--- src/rtl/simd_output_writer.sv ---
// simd_output_writer: buffers 4-lane result vectors from the SIMD core and writes
// them as packed 32-bit words into a row-major destination image RAM.
module simd_output_writer #(
  parameter int ADDR_W     = 16,
  parameter int DIM_W      = 12,
  parameter int FIFO_DEPTH = 2
) (
  input  logic              clk,
  input  logic              rst,
  input  logic              i_start,
  input  logic [ADDR_W-1:0] i_base_addr,
  input  logic [DIM_W-1:0]  i_out_width,
  input  logic [DIM_W-1:0]  i_out_height,
  input  logic [3:0][7:0]   i_pixel_vec,
  input  logic              i_valid,
  output logic              o_ready,
  output logic              o_mem_we,
  output logic [ADDR_W-1:0] o_mem_addr,
  output logic [31:0]       o_mem_wdata,
  output logic [3:0]        o_mem_be,
  input  logic              i_mem_ready,
  output logic              o_busy,
  output logic              o_done,
  output logic              o_overflow
);
  localparam int PTR_W = $clog2(FIFO_DEPTH);
  localparam int CNT_W = PTR_W + 1;
  localparam logic [CNT_W-1:0] DEPTH_C = CNT_W'(FIFO_DEPTH);

  typedef enum logic [1:0] {S_IDLE = 2'd0, S_RUN = 2'd1, S_DONE = 2'd2} state_t;

  state_t            state_q, state_d;
  logic [DIM_W-1:0]  stride_q, stride_d, height_q, height_d;
  logic [DIM_W-1:0]  col_q, col_d, row_q, row_d;
  logic [1:0]        rem_q, rem_d;
  logic [ADDR_W-1:0] addr_q, addr_d;
  logic              overflow_q, overflow_d;
  logic [CNT_W-1:0]  count_q, count_d;
  logic [PTR_W-1:0]  wr_ptr_q, wr_ptr_d, rd_ptr_q, rd_ptr_d;
  logic [31:0]       mem_q [FIFO_DEPTH];
  logic [31:0]       mem_d [FIFO_DEPTH];

  logic             push_s, pop_s, last_col_s, last_word_s, zero_size_s;
  logic [DIM_W:0]   width_p3_s;
  logic [3:0]       be_s;

  assign o_ready     = (state_q == S_RUN) && (count_q < DEPTH_C);
  assign o_mem_we    = (state_q == S_RUN) && (count_q != '0);
  assign push_s      = i_valid && o_ready;
  assign pop_s       = o_mem_we && i_mem_ready;
  assign last_col_s  = (col_q == stride_q - DIM_W'(1));
  assign last_word_s = last_col_s && (row_q == height_q - DIM_W'(1));
  assign zero_size_s = (i_out_width == '0) || (i_out_height == '0);
  assign width_p3_s  = {1'b0, i_out_width} + (DIM_W+1)'(3);
  // Only the last word of a row with a partial vector masks its upper lanes
  assign be_s        = (last_col_s && (rem_q != 2'd0)) ? ((4'b0001 << rem_q) - 4'b0001) : 4'hF;

  assign o_mem_addr  = o_mem_we ? addr_q : '0;
  assign o_mem_wdata = o_mem_we ? mem_q[rd_ptr_q] : 32'd0;
  assign o_mem_be    = o_mem_we ? be_s : 4'd0;
  assign o_busy      = (state_q == S_RUN);
  assign o_done      = (state_q == S_DONE);
  assign o_overflow  = overflow_q;

  // Next-state, FIFO bookkeeping and address generation
  always_comb begin
    state_d    = state_q;
    stride_d   = stride_q;
    height_d   = height_q;
    rem_d      = rem_q;
    col_d      = col_q;
    row_d      = row_q;
    addr_d     = addr_q;
    count_d    = count_q;
    wr_ptr_d   = wr_ptr_q;
    rd_ptr_d   = rd_ptr_q;
    mem_d      = mem_q;
    overflow_d = overflow_q | (i_valid & ~o_ready);

    if (push_s) begin
      mem_d[wr_ptr_q] = i_pixel_vec;
      wr_ptr_d        = wr_ptr_q + PTR_W'(1);
    end else begin
      wr_ptr_d = wr_ptr_q;
    end

    // The linear word address equals base + row*stride + col, so it simply increments
    if (pop_s) begin
      rd_ptr_d = rd_ptr_q + PTR_W'(1);
      addr_d   = addr_q + ADDR_W'(1);
      col_d    = last_col_s ? '0 : col_q + DIM_W'(1);
      row_d    = last_col_s ? row_q + DIM_W'(1) : row_q;
    end else begin
      rd_ptr_d = rd_ptr_q;
    end

    case ({push_s, pop_s})
      2'b10:   count_d = count_q + CNT_W'(1);
      2'b01:   count_d = count_q - CNT_W'(1);
      default: count_d = count_q;
    endcase

    case (state_q)
      S_IDLE: begin
        if (i_start) begin
          stride_d   = DIM_W'(width_p3_s >> 2);
          rem_d      = i_out_width[1:0];
          height_d   = i_out_height;
          addr_d     = i_base_addr;
          col_d      = '0;
          row_d      = '0;
          count_d    = '0;
          wr_ptr_d   = '0;
          rd_ptr_d   = '0;
          overflow_d = 1'b0;
          state_d    = zero_size_s ? S_DONE : S_RUN;
        end else begin
          state_d = S_IDLE;
        end
      end
      S_RUN: begin
        // Anything still buffered after the final word lies outside the frame
        if (pop_s && last_word_s) begin
          state_d  = S_DONE;
          count_d  = '0;
          wr_ptr_d = '0;
          rd_ptr_d = '0;
        end else begin
          state_d = S_RUN;
        end
      end
      S_DONE:  state_d = S_IDLE;
      default: state_d = S_IDLE;
    endcase
  end

  // Control and counter registers
  always_ff @(posedge clk) begin
    if (rst) begin
      state_q    <= S_IDLE;
      stride_q   <= '0;
      height_q   <= '0;
      rem_q      <= 2'd0;
      col_q      <= '0;
      row_q      <= '0;
      addr_q     <= '0;
      overflow_q <= 1'b0;
      count_q    <= '0;
      wr_ptr_q   <= '0;
      rd_ptr_q   <= '0;
    end else begin
      state_q    <= state_d;
      stride_q   <= stride_d;
      height_q   <= height_d;
      rem_q      <= rem_d;
      col_q      <= col_d;
      row_q      <= row_d;
      addr_q     <= addr_d;
      overflow_q <= overflow_d;
      count_q    <= count_d;
      wr_ptr_q   <= wr_ptr_d;
      rd_ptr_q   <= rd_ptr_d;
    end
  end

  // Vector storage; contents are only observed while count is non-zero
  always_ff @(posedge clk) begin
    mem_q <= mem_d;
  end
endmodule

--- config.mk ---
export PLATFORM = sky130hd
export DESIGN_NAME = simd_output_writer
export DESIGN_NICKNAME = d
export VERILOG_FILES = /design/src/rtl/simd_output_writer.sv
export SDC_FILE = /design/constraint.sdc
export NUM_CORES = 1
export LEC_CHECK = 0
export CORE_UTILIZATION = 45
export CTS_CLUSTER_SIZE = 28
export DETAILED_ROUTE_END_ITERATION = 12
export GPL_ROUTABILITY_DRIVEN = 0
export HOLD_SLACK_MARGIN = 0.1
export PLACE_DENSITY = 0.71
export SLEW_MARGIN = 5
export SYNTH_ARGS = -nofsm -noshare
export SYNTH_HDL_FRONTEND = slang
export SYNTH_SLANG_ARGS = --single-unit
--- constraint.sdc ---
create_clock -name clk -period 4.7 [get_ports clk]
set_clock_uncertainty 0.05 [all_clocks]
set_input_delay 0.705 -clock clk [delete_from_list [all_inputs] [get_ports clk]]
set_output_delay 0.705 -clock clk [all_outputs]
set_load 0.02 [all_outputs]
Word-level counts from Yosys, hierarchy flattened --
Index checks and enable logic that the tools add are counted.
Storage, ports and cells: input port bits 77, word-level logic and storage cells 94, output and inout bits 57, bits in registers 136
Cells by class: reduce and logical (&&, ||, !) cells 15, equality and inequality tests 6, bitwise gates (word level) 5, add/sub/neg operators 11, shift operators 1, order comparisons 4, multiplexer cells 39
Operators with widths (number):
- 2-to-1 mux 32 bit | 5
- 2-to-1 mux 12 bit | 8
- bitwise mux 64 bit | 1
- 2-to-1 mux 16 bit | 4
- demux 32 bit (select 1 bit) | 1
- adder 12 x 1 -> 12 bit (second input constant) | 2
- == test 12 bit | 2
- zero test 12 bit | 2
- adder 16 x 1 -> 16 bit (second input constant) | 1
- adder 12 x 2 -> 13 bit (second input constant) | 1
- case mux 2 bit (2 select lines) | 3
- subtractor 11 x 1 -> 12 bit (second input constant) | 1
- subtractor 12 x 1 -> 12 bit (second input constant) | 1
- 2-to-1 mux 2 bit | 5
- logical AND 1 bit | 8
- 2-to-1 mux 1 bit | 8
- 2-to-1 mux 4 bit | 2
- == test 2 x 1 -> 1 bit (second input constant) | 2
- == test 2 bit (second input constant) | 2
- greater-or-equal comparator 2 bit (second input constant) | 2
- inverter 1 -> 2 bit | 2
- case mux 1 bit (2 select lines) | 2
- nonzero test 2 bit | 2
- left shift 1 x 2 -> 4 bit (first input constant) | 1
- other kinds (12) | 13

Depth between registers and ports, before layout --
depth after elaboration 7, depth in mapped cells 12, gate-level depth less buffers 9

Least setup slack after synthesis --
Ideal clock, no wire load.
path type reg2out, start reg stride_q[0], end out o_mem_be[1], data arrival time 2.195 ns, setup slack 1.750 ns, path buffers 1, data required time 3.945 ns, stages on the path, launching flop included 10, path through dfxtp_1 inv_1 ha_1 buf_2 xnor2_1 o2bb2ai_1 a2111oi_1 nand4_1 nor3_1 a31oi_1
On the way: word-level cells in the longest chain between the ends 5
RTL lines:
- from (decl) | line 33 | logic [DIM_W-1:0] stride_q, stride_d, height_q, height_d;
- from (signal assigned) | line 153 | stride_q <= stride_d;
- subtractor 11 x 1 -> 12 bit | line 51 | assign last_col_s = (col_q == stride_q - DIM_W'(1));
- == test 12 bit | line 51
- logical AND 1 bit | line 56 | assign be_s = (last_col_s && (rem_q != 2'd0)) ? ((4'b0001 << rem_q) - 4'b0001) : 4'hF;
- 2-to-1 mux 4 bit | line 56
- 2-to-1 mux 4 bit | line 60 | assign o_mem_be = o_mem_we ? be_s : 4'd0;
- to (decl) | line 20 | output logic [3:0] o_mem_be,
No other way between the ends.

Final worst setup path --
Same ends and word-level chain as after synthesis.

==> impl_metrics.tcl <==
set metrics [dict create \
    async_flop_share_pct 0 \
    synth_edf_count 64 \
    drv_cap 0 \
    worstMarginPinSlew_ns 1.10 \
    area_growth_pct 30.5 \
    yosys_warnings 0 \
    seq_area_frac_synth_pct 50.1 \
    ys.flop_type "dfxtp_1" \
    fin_area_um2 8750 \
    dieArea_um2 15400 \
    io_buffer_count 133 \
    detail-route-antenna-nets 0 \
    dp_hpwl_um 11100 \
    clock_sinks 136 \
    fmax_mhz 235 \
    fin_setup_tns_ns 0 \
    start_kind "register" \
    grt_pass1_wl_um 25600 \
    num-nets-final 889 \
    dp_cells 969 \
    grt_max_degree 53 \
    cts-resized-gates 0 \
    hold_viol 0 \
    fin_hold_ws_ns 0.433 \
    cp_cell_sequence "inv_1 -> ha_1 -> xnor2_1 -> o2bb2ai_1 -> a2111oi_1 -> nand4_1 -> nor3_1 -> a31oi_1 -> clkdlybuf4s50_1" \
    drt_wl_total_um 16200 \
    drt_iter0_drc 374 \
    cp.required_ns 3.94 \
    io-pin-count 134 \
    grt_usage_pct 21.4 \
    antenna_found_initial 0 \
    start_util_pct 46.1 \
    cp.arrival_ns 3.51 \
    grt_pass1_vias 5360 \
    row_count 44 \
    total_leakage_power_nw 3.05 \
    core_um2 14500 \
    cts-hold-fix-buffers 0 \
    synth_fp_nets 772 \
    tritoncts "done" \
    cts_root_buffer "clkbuf_16" \
    worstPathMaxFanout 9 \
    status "finished, final reports clean" \
    slew_violations 0 \
    drcViolationCount 0 \
    synth.avg_cell_area_um2 9.76 \
    p_total_mw 2.98 \
    rsz0062_at_grt "no" \
    setup_viol 0 \
    syn_inst 687 \
    h-tree-depth 4 \
    fillers 1267 \
    crit_type "register to output port" \
    cpMaxStageDelayCell "nor3_1" \
    final_common_cell "clkdlybuf4s50_1" \
    synth-seq-cells 136 \
    vdd_drop_max_v 0.000341 \
    n_antenna_cell 0 \
    routedWlPerCell_um 16.2 \
    vias_per_cell 5.59 \
    fin_crit_sh_pct 90.7 \
    vias 5597 \
    max_slew_margin_pct 26.4 \
    die_h_um 124 \
    place_area_um2 8150 \
    hold_class "register to register" \
    stdcell_count 1001 \
    cts_setup_buffers 0 \
    final_cell_mix "clkdlybuf4s50_1 (133), nor2_1 (88), dfxtp_1 (71)" \
    yosysUniqueCellTypes 60 \
    grt-ovfl-total 0 \
    drive_gt1_share_pct 6.24 \
    drt_first_pass_iters 5 \
    cts_made_buffers 17 \
    netlist_area_um2 6710 \
    finalCriticalPeriod_ns 4.26 \
    worst_setup_path_end_kind "output port" \
    cts_buffer_depth 2 \
    critPathMaxStageDelay_ns 0.58 \
    clock_latency_ns 0.41 \
    die_w_um 124 \
    clkTransAtPathRegs_ns 0.06 \
    power.density_nw_per_um2 341 \
]
-- worst paths after layout --
kind	startpoint	endpoint	slack (ns)	depth (start not counted)
worst min register to register	height_q[11]	height_q[11]	0.43	2
worst min-delay path	height_q[11]	height_q[11]	0.43	2
worst max register to register	stride_q[0]	row_q[10]	1.35	9
worst max-delay path	stride_q[0]	o_mem_be[1]	0.44	9
-- cells by family (layout without fill, tap and decap cells) --
| kind of cell | count (synthesis) | after routing | synth area share [%] |
|---|---|---|---|
| AND/OR/NAND/NOR | 284 | 284 | 20.8 |
| flip-flops | 136 | 136 | 50.1 |
| AO/OA/AOI/OAI | 105 | 105 | 10.9 |
| XOR/XNOR | 60 | 60 | 7.84 |
| buffers and inverters | 58 | 188 | 3.51 |
| multiplexers | 36 | 36 | 5.39 |
| adder cells (fa/ha/maj) | 8 | 8 | 1.49 |
-- critical path: cells and delay by family (launching register included) --
| kind | cells | cell delay, ns |
|---|---|---|
| AOI/OAI and AO/OA | 3 | 0.83 |
| adders and majority gates | 1 | 0.31 |
| and+or+nand+nor | 2 | 0.74 |
| buffers and inverters | 2 | 0.63 |
| DFF | 1 | 0.42 |
| xor gates and xnor gates | 1 | 0.16 |
-- registers in the layout, indices dropped and copies added (netlist names) --
| signal | flops |
|---|---|
| col_q | 12 |
| o_overflow | 1 |
| wr_ptr_q | 1 |
| mem_q | 64 |
| count_q | 2 |
| stride_q | 11 |
| row_q | 12 |
| state_q | 2 |
| addr_q | 16 |
| rem_q | 2 |
| rd_ptr_q | 1 |
| height_q | 12 |
-- power by group --
part / internal, mW / switching [mW]
clock: 0.763 / 0.582
sequential: 1.28 / 0.0416
combinational: 0.152 / 0.162
-- synthesized netlist by cell type (all sizes together), types with 2 or more instances --
| cell type | number | area, µm² |
|---|---|---|
| nand3 | 20 | 100 |
| a311oi | 3 | 26.3 |
| o31ai | 8 | 60.1 |
| or3 | 6 | 37.5 |
| nor2 | 88 | 330 |
| or2 | 2 | 12.5 |
| or4 | 7 | 52.6 |
| a21oi | 32 | 160 |
| o2111ai | 4 | 35.0 |
| a211o | 3 | 26.3 |
| buf | 10 | 55.1 |
| nand3b | 3 | 22.5 |
| a31oi | 6 | 37.5 |
| edfxtp | 64 | 1920 |
| a31o | 2 | 17.5 |
| and2 | 2 | 12.5 |
| a211oi | 23 | 173 |
| nand4 | 12 | 75.1 |
| a41oi | 2 | 17.5 |
| nor4 | 14 | 103 |
| inv | 16 | 60.1 |
| and3 | 28 | 175 |
| clkbuf | 32 | 120 |
| and4 | 3 | 26.3 |
| xor2 | 36 | 315 |
| mux2i | 35 | 350 |
| dfxtp | 72 | 1440 |
| xnor2 | 24 | 210 |
| nand2b | 2 | 12.5 |
| ha | 8 | 100 |
| nor2b | 4 | 25.0 |
| o21ai | 6 | 30.0 |
| nand2 | 68 | 255 |
| nor3b | 2 | 15.0 |
| nor4b | 2 | 17.5 |
| nor3 | 18 | 90.1 |
-- through the flow --
step                util, %  setup slack (ns)
floorplan                 -              1.75
global placement       56.1              1.03
detailed placement     56.1             0.899
CTS                    60.2             0.425
global route           60.2             0.190
finish                 60.2             0.437
-- per-layer routing --
layer  vias up  track usage (%)  routed length (µm)
met2       174             34.7                7370
met3        20             6.50                1110
li1       2735                -                   -
met4         0             6.99                 235
met1      2668             27.2                7500
met5         -                0                   0
-- final cells by class --
| type | count | area [µm²] | area share (%) |
|---|---|---|---|
| sequential | 136 | 3360 | 38.5 |
| multi-input combinational | 493 | 3110 | 35.5 |
| timing repair buffer | 140 | 1380 | 15.8 |
| clock buffer | 17 | 425 | 4.86 |
| tap | 184 | 230 | 2.63 |
| clock inverter | 15 | 178 | 2.03 |
| inverter | 16 | 60.1 | 0.686 |
No activity file was read; power rests on OpenSTA's default activity.
